===== src/rtl/decode_cycle_pkg.sv =====
// Shared RV32I decode definitions for the ID stage: opcodes, control encodings,
// the ID/EX pipeline record and the immediate extender.
package decode_cycle_pkg;

  localparam int XLEN   = 32;
  localparam int NREG   = 32;
  localparam int REG_AW = 5;

  localparam logic [6:0] OP_LOAD   = 7'b0000011;
  localparam logic [6:0] OP_STORE  = 7'b0100011;
  localparam logic [6:0] OP_RTYPE  = 7'b0110011;
  localparam logic [6:0] OP_ITYPE  = 7'b0010011;
  localparam logic [6:0] OP_BRANCH = 7'b1100011;
  localparam logic [6:0] OP_JAL    = 7'b1101111;

  typedef enum logic [1:0] {IMM_I = 2'b00, IMM_S = 2'b01, IMM_B = 2'b10, IMM_J = 2'b11} imm_src_e;
  typedef enum logic [1:0] {RES_ALU = 2'b00, RES_MEM = 2'b01, RES_PC4 = 2'b10} result_src_e;
  typedef enum logic [1:0] {ALUOP_ADD = 2'b00, ALUOP_SUB = 2'b01, ALUOP_FUNCT = 2'b10} alu_op_e;
  typedef enum logic [2:0] {
    ALU_ADD = 3'b000, ALU_SUB = 3'b001, ALU_AND = 3'b010, ALU_OR = 3'b011, ALU_SLT = 3'b101
  } alu_ctrl_e;

  typedef struct packed {
    logic [XLEN-1:0]   rd1;
    logic [XLEN-1:0]   rd2;
    logic [REG_AW-1:0] rd;
    logic [REG_AW-1:0] rs1;
    logic [REG_AW-1:0] rs2;
    logic [XLEN-1:0]   pc;
    logic [XLEN-1:0]   pc_plus4;
    logic [XLEN-1:0]   imm;
    logic              reg_write;
    logic              alu_src;
    logic              mem_write;
    logic              branch;
    logic              jump;
    logic [1:0]        result_src;
    logic [2:0]        alu_ctrl;
  } idex_t;

  function automatic logic [XLEN-1:0] imm_extend(input logic [31:0] instr, input imm_src_e src);
    logic [XLEN-1:0] imm;
    case (src)
      IMM_S:   imm = {{20{instr[31]}}, instr[31:25], instr[11:7]};
      IMM_B:   imm = {{20{instr[31]}}, instr[7], instr[30:25], instr[11:8], 1'b0};
      IMM_J:   imm = {{12{instr[31]}}, instr[19:12], instr[20], instr[30:21], 1'b0};
      default: imm = {{20{instr[31]}}, instr[31:20]};
    endcase
    return imm;
  endfunction

endpackage


===== src/rtl/decode_cycle_reg_file.sv =====
// 32x32 register file, two combinational reads and one write, x0 hardwired to
// zero; a same-cycle write is forwarded to the read ports.
module decode_cycle_reg_file
  import decode_cycle_pkg::*;
(
  input  logic              clk,
  input  logic              rst,
  input  logic [REG_AW-1:0] ra1,
  input  logic [REG_AW-1:0] ra2,
  output logic [XLEN-1:0]   rd1,
  output logic [XLEN-1:0]   rd2,
  input  logic              we,
  input  logic [REG_AW-1:0] wa,
  input  logic [XLEN-1:0]   wd
);

  logic [XLEN-1:0] regs_q [NREG];
  logic [XLEN-1:0] regs_d [NREG];
  logic            wr_en;

  assign wr_en = we && (wa != '0);

  always_comb begin
    regs_d = regs_q;
    if (wr_en) regs_d[wa] = wd;
  end

  always_ff @(posedge clk or negedge rst) begin
    if (!rst) regs_q <= '{default: '0};
    else      regs_q <= regs_d;
  end

  // Bypass lets the ID/EX register capture the value being written this edge.
  always_comb begin
    rd1 = '0;
    rd2 = '0;
    if (wr_en && wa == ra1)  rd1 = wd;
    else if (ra1 != '0)      rd1 = regs_q[ra1];
    if (wr_en && wa == ra2)  rd2 = wd;
    else if (ra2 != '0)      rd2 = regs_q[ra2];
  end

endmodule


===== src/rtl/decode_cycle.sv =====
// RV32I ID stage: control/immediate decode, operand read, and the ID/EX
// pipeline register with bubble insertion on FlushE.
module decode_cycle
  import decode_cycle_pkg::*;
(
  input  logic              clk,
  input  logic              rst,
  input  logic [31:0]       InstrD,
  input  logic [XLEN-1:0]   PCD,
  input  logic [XLEN-1:0]   PCPlus4D,
  input  logic              RegWriteW,
  input  logic [REG_AW-1:0] RDW,
  input  logic [XLEN-1:0]   ResultW,
  input  logic              FlushE,
  output logic [REG_AW-1:0] Rs1D,
  output logic [REG_AW-1:0] Rs2D,
  output logic [XLEN-1:0]   RD1_E,
  output logic [XLEN-1:0]   RD2_E,
  output logic [REG_AW-1:0] RD_E,
  output logic [REG_AW-1:0] Rs1E,
  output logic [REG_AW-1:0] Rs2E,
  output logic [XLEN-1:0]   PCE,
  output logic [XLEN-1:0]   PCPlus4E,
  output logic [XLEN-1:0]   Imm_Ext_E,
  output logic              RegWriteE,
  output logic              ALUSrcE,
  output logic              MemWriteE,
  output logic              BranchE,
  output logic              JumpE,
  output logic [1:0]        ResultSrcE,
  output logic [2:0]        ALUControlE
);

  logic [6:0]      opcode;
  logic [2:0]      funct3;
  logic            reg_write, alu_src, mem_write, branch, jump, imm_en;
  imm_src_e        imm_src;
  result_src_e     result_src;
  alu_op_e         alu_op;
  alu_ctrl_e       alu_ctrl;
  logic [XLEN-1:0] imm_ext, rd1, rd2;
  idex_t           idex_d, idex_q;

  assign opcode = InstrD[6:0];
  assign funct3 = InstrD[14:12];
  assign Rs1D   = InstrD[19:15];
  assign Rs2D   = InstrD[24:20];

  always_comb begin
    reg_write  = 1'b0;
    imm_src    = IMM_I;
    alu_src    = 1'b0;
    mem_write  = 1'b0;
    result_src = RES_ALU;
    branch     = 1'b0;
    alu_op     = ALUOP_ADD;
    jump       = 1'b0;
    imm_en     = 1'b0;
    case (opcode)
      OP_LOAD:   begin reg_write = 1'b1; alu_src = 1'b1; result_src = RES_MEM; imm_en = 1'b1; end
      OP_STORE:  begin imm_src = IMM_S; alu_src = 1'b1; mem_write = 1'b1; imm_en = 1'b1; end
      OP_RTYPE:  begin reg_write = 1'b1; alu_op = ALUOP_FUNCT; end
      OP_ITYPE:  begin reg_write = 1'b1; alu_src = 1'b1; alu_op = ALUOP_FUNCT; imm_en = 1'b1; end
      OP_BRANCH: begin imm_src = IMM_B; branch = 1'b1; alu_op = ALUOP_SUB; imm_en = 1'b1; end
      OP_JAL:    begin reg_write = 1'b1; imm_src = IMM_J; result_src = RES_PC4; jump = 1'b1; imm_en = 1'b1; end
      default:   ;
    endcase
  end

  // funct7[5] selects sub only for register-register ops; addi never subtracts.
  always_comb begin
    alu_ctrl = ALU_ADD;
    case (alu_op)
      ALUOP_SUB:   alu_ctrl = ALU_SUB;
      ALUOP_FUNCT: begin
        case (funct3)
          3'b000:  alu_ctrl = (opcode == OP_RTYPE && InstrD[30]) ? ALU_SUB : ALU_ADD;
          3'b010:  alu_ctrl = ALU_SLT;
          3'b110:  alu_ctrl = ALU_OR;
          3'b111:  alu_ctrl = ALU_AND;
          default: alu_ctrl = ALU_ADD;
        endcase
      end
      default:     alu_ctrl = ALU_ADD;
    endcase
  end

  assign imm_ext = imm_en ? imm_extend(InstrD, imm_src) : '0;

  decode_cycle_reg_file u_reg_file (
    .clk (clk),
    .rst (rst),
    .ra1 (Rs1D),
    .ra2 (Rs2D),
    .rd1 (rd1),
    .rd2 (rd2),
    .we  (RegWriteW),
    .wa  (RDW),
    .wd  (ResultW)
  );

  always_comb begin
    idex_d = '0;
    if (!FlushE) begin
      idex_d.rd1        = rd1;
      idex_d.rd2        = rd2;
      idex_d.rd         = InstrD[11:7];
      idex_d.rs1        = Rs1D;
      idex_d.rs2        = Rs2D;
      idex_d.pc         = PCD;
      idex_d.pc_plus4   = PCPlus4D;
      idex_d.imm        = imm_ext;
      idex_d.reg_write  = reg_write;
      idex_d.alu_src    = alu_src;
      idex_d.mem_write  = mem_write;
      idex_d.branch     = branch;
      idex_d.jump       = jump;
      idex_d.result_src = result_src;
      idex_d.alu_ctrl   = alu_ctrl;
    end
  end

  always_ff @(posedge clk or negedge rst) begin
    if (!rst) idex_q <= '0;
    else      idex_q <= idex_d;
  end

  assign RD1_E       = idex_q.rd1;
  assign RD2_E       = idex_q.rd2;
  assign RD_E        = idex_q.rd;
  assign Rs1E        = idex_q.rs1;
  assign Rs2E        = idex_q.rs2;
  assign PCE         = idex_q.pc;
  assign PCPlus4E    = idex_q.pc_plus4;
  assign Imm_Ext_E   = idex_q.imm;
  assign RegWriteE   = idex_q.reg_write;
  assign ALUSrcE     = idex_q.alu_src;
  assign MemWriteE   = idex_q.mem_write;
  assign BranchE     = idex_q.branch;
  assign JumpE       = idex_q.jump;
  assign ResultSrcE  = idex_q.result_src;
  assign ALUControlE = idex_q.alu_ctrl;

endmodule


===== config.mk =====
export PLATFORM = sky130hd
export DESIGN_NAME = decode_cycle
export DESIGN_NICKNAME = d
export VERILOG_FILES = /design/src/rtl/decode_cycle_pkg.sv /design/src/rtl/decode_cycle_reg_file.sv /design/src/rtl/decode_cycle.sv
export SDC_FILE = /design/constraint.sdc
export NUM_CORES = 2
export LEC_CHECK = 0
export CAP_MARGIN = 20
export CORE_UTILIZATION = 30
export DETAILED_ROUTE_END_ITERATION = 16
export PLACE_DENSITY = 0.48
export SETUP_SLACK_MARGIN = 0.5
export SYNTH_ARGS = -nofsm -noshare
export SYNTH_HDL_FRONTEND = slang
export SYNTH_SLANG_ARGS = --single-unit

===== constraint.sdc =====
create_clock -name clk -period 2.3 [get_ports clk]
set_clock_uncertainty 0.05 [all_clocks]
set_input_delay 0.69 -clock clk [delete_from_list [all_inputs] [get_ports clk]]
set_output_delay 0.69 -clock clk [all_outputs]
set_load 0.1 [all_outputs]

==> metrics.cfg <==
[outcome]
status=finished, violations left
violations=setup timing

[detailed_routing]
post_drt_wl_per_cell_um=30.5
drtIter0Drc=2764
totalWireLength_um=225000
viasPerCell=5.39
first_pass_iters=5
ant_nets=0
drc=0
vias=39800

[logic_synthesis]
syn_inst=3894
synth_top_family_by_area=multiplexers
synthXorXnorAreaFrac=0.00146
yosys.area.top_type=dfrtp_1
synth_area_leaders=dfrtp_1, mux4_2, mux2_2, mux2_1, a211oi_1
syn_nets=4033
syn_area_mm2=0.0599
ys_ff_latch=1197
ys_warn_count=0
synth_top_flop_cell=dfrtp_1
synth_top_cell_area_share=0.500
synth_common_cells=dfrtp_1, mux2_2, mux4_2, clkbuf_1, mux2_1
ys_seq_area_frac=0.500
synth_compound_area_frac=0.0429
syn_avg_cell_area_um2=15.4
synth_cell_types=45
synth.most_common_cell=dfrtp_1
synth-adder-area-share=0.000418
async_flop_share=1.00
synth_edf_count=0
synthMuxAreaShare=0.390
yosys.area_share.simple=0.0288

[timing]
hold_viol_final=0
finalSetupViolCount=1
timing.slew.headroom=0.638
worstMarginPinSlew_ns=0.543
finalMaxSlewViolations=0
rsz0062_at_grt=yes
finalCritPeriodShare=1.00
hold_ws_ns=0.179
setup_slack_ns=-0.000245
max_freq_ghz=0.435
finalCriticalPeriod_ns=2.30

[place]
dp_hpwl_um=146000
globalplace.congestion=0.813
numPortBuffers=331
post-place-cells=6936

[worst_setup_path]
arrival_ns=1.56
cp-start-kind=register
cp.required_ns=1.56
cp_max_fo=12
crit_type=reg -> out
cp-end-kind=primary output

[global_route]
grt_max_degree=91
grt_pass1_vias=41700
antenna_found_initial=2
grt_pass1_wl_um=324000
globalRouteTotalUtil=0.222
grt_remaining_overflow=0

[clock_network]
cts_sinks=1197
clk_pin_slew_ns=0.06
cts_tree=built
cts_buffer_depth=3
htreeDepth=4
insertion_delay_ns=0.80
numCtsBuffers=142
cts_root_buf=clkbuf_16

[floorplan]
core_mm2=0.198
ioPinCount=332
placementRows=163
die_h_um=449
start_util=0.303
die_x_um=449
die_area_mm2=0.202

[finish]
fin_cells=7388
layout-drive-gt1-share=0.592
num-nets-final=4771
fillers=18000
syn_to_final_growth_pct=37.8

[power]
p_leak_nw=35.8
vdd_ir_drop_max_mv=0.808
power_density_mw_per_mm2=800

[worst_hold_path]
hp-class=in -> reg

[run]
cap_violations=0

[registers in the layout, indices dropped and copies added (netlist names)]
name and cells:
JumpE 1, BranchE 1, ResultSrcE 1, RD1_E 32, PCE 32, Rs1E 5
Imm_Ext_E 21, u_reg_file.regs_q 1024, Rs2E 5, ALUControlE 3, RD2_E 32, RD_E 5
RegWriteE 1, MemWriteE 1, PCPlus4E 32, ALUSrcE 1
[final timing paths]
path | startpoint | depth (start not counted) | slack, ns | end
max in group asynchronous | rst | 4 | 0.90 | u_reg_file.regs_q[866]
worst min-delay path | FlushE | 3 | 0.18 | Rs1E[4]
min in group asynchronous | rst | 2 | 0.35 | u_reg_file.regs_q[575]
worst max-delay path | Imm_Ext_E[30] | 2 | -0.0002 | Imm_Ext_E[20]
worst max register to register | u_reg_file.regs_q[764] | 5 | 0.35 | RD2_E[28]
worst min register to register | u_reg_file.regs_q[1006] | 0 | 0.35 | u_reg_file.regs_q[1006]
[critical path, cell delays in order, from the launching register on]
cell,delay (ns)
dfrtp_1,0.37
buf_12,0.20
buf_12,0.19
[cell families (layout without fill, tap and decap cells)]
kind of cell | after synthesis | after routing
multiplexers | 1572 | 1572
flip-flops | 1197 | 1197
XOR/XNOR | 10 | 10
other | 0 | 1
AND/OR/NAND/NOR | 298 | 298
buffers and inverters | 467 | 1320
adder cells (fa/ha/maj) | 2 | 2
AO/OA/AOI/OAI | 348 | 348
[per-layer routing]
layer	track usage	vias to the layer above	part of all wire
met5	0	-	0.000058
met4	0.0702	2	0.031
met3	0.0359	304	0.045
met2	0.377	1125	0.51
met1	0.289	21900	0.42
li1	-	16500	-
[report_power, final]
group | total (mW) | internal (mW) | switching [mW]
clock network | 23.3 | 13.8 | 9.53
logic | 15.1 | 8.62 | 6.52
registers | 27.7 | 24.7 | 2.96
[through the flow]
step / setup WS [ns] / utilization / area, µm² / setup TNS, ns / total power, mW
after floorplan: -0.0737 / - / 60800 / -4.55 / 36.3
after global placement: -1.12 / 0.362 / 71600 / -682.49 / 41.1
after detailed placement: -1.04 / 0.362 / 71600 / -630.86 / 41.4
after CTS: -0.0623 / 0.407 / 80500 / -0.752 / 66.0
after global routing: -0.0666 / 0.418 / 82600 / -0.755 / 68.7
final: -0.000245 / 0.418 / 82600 / -0.000245 / 66.1
[final cells by class]
class	instances	area, µm²	area share
sequential	1197	30000	0.363
multi-input combinational	2230	29600	0.358
timing repair buffer	1056	14900	0.180
clock buffer	215	4270	0.0517
tap	2640	3300	0.0400
clock inverter	44	531	0.00642
inverter	5	18.8	0.000227
antenna	1	2.50	0.0000303
[what timing repair did]
| item | CTS | global route |
|---|---|---|
| hold buffers | 1 | 0 |
| resized for setup | 651 | 266 |
| setup buffers | 82 | 77 |
| gates cloned | 21 | 11 |
| endpoints found under the hold margin | 46 | 0 |
| pin swaps | 53 | 105 |
| setup endpoints to repair | 1272 | 356 |
[layout by cell type, fill, tap and decap left out, drive strengths merged, types with 7 or more instances in the layout]
cell type	instances
xnor2	10
a21oi	13
nor2	27
nand3	7
nand2	38
o211ai	7
nor2b	152
a211oi	130
o22ai	100
bufinv	8
a22oi	14
mux2i	68
nor3	11
buf	918
a211o	32
clkinv	24
mux4	512
clkdlybuf4s50	113
a221oi	7
mux2	992
nor4	31
dfrtp	1197
clkbuf	227
inv	13
a22o	39
Note: power is estimated with default switching activity, not from simulation.
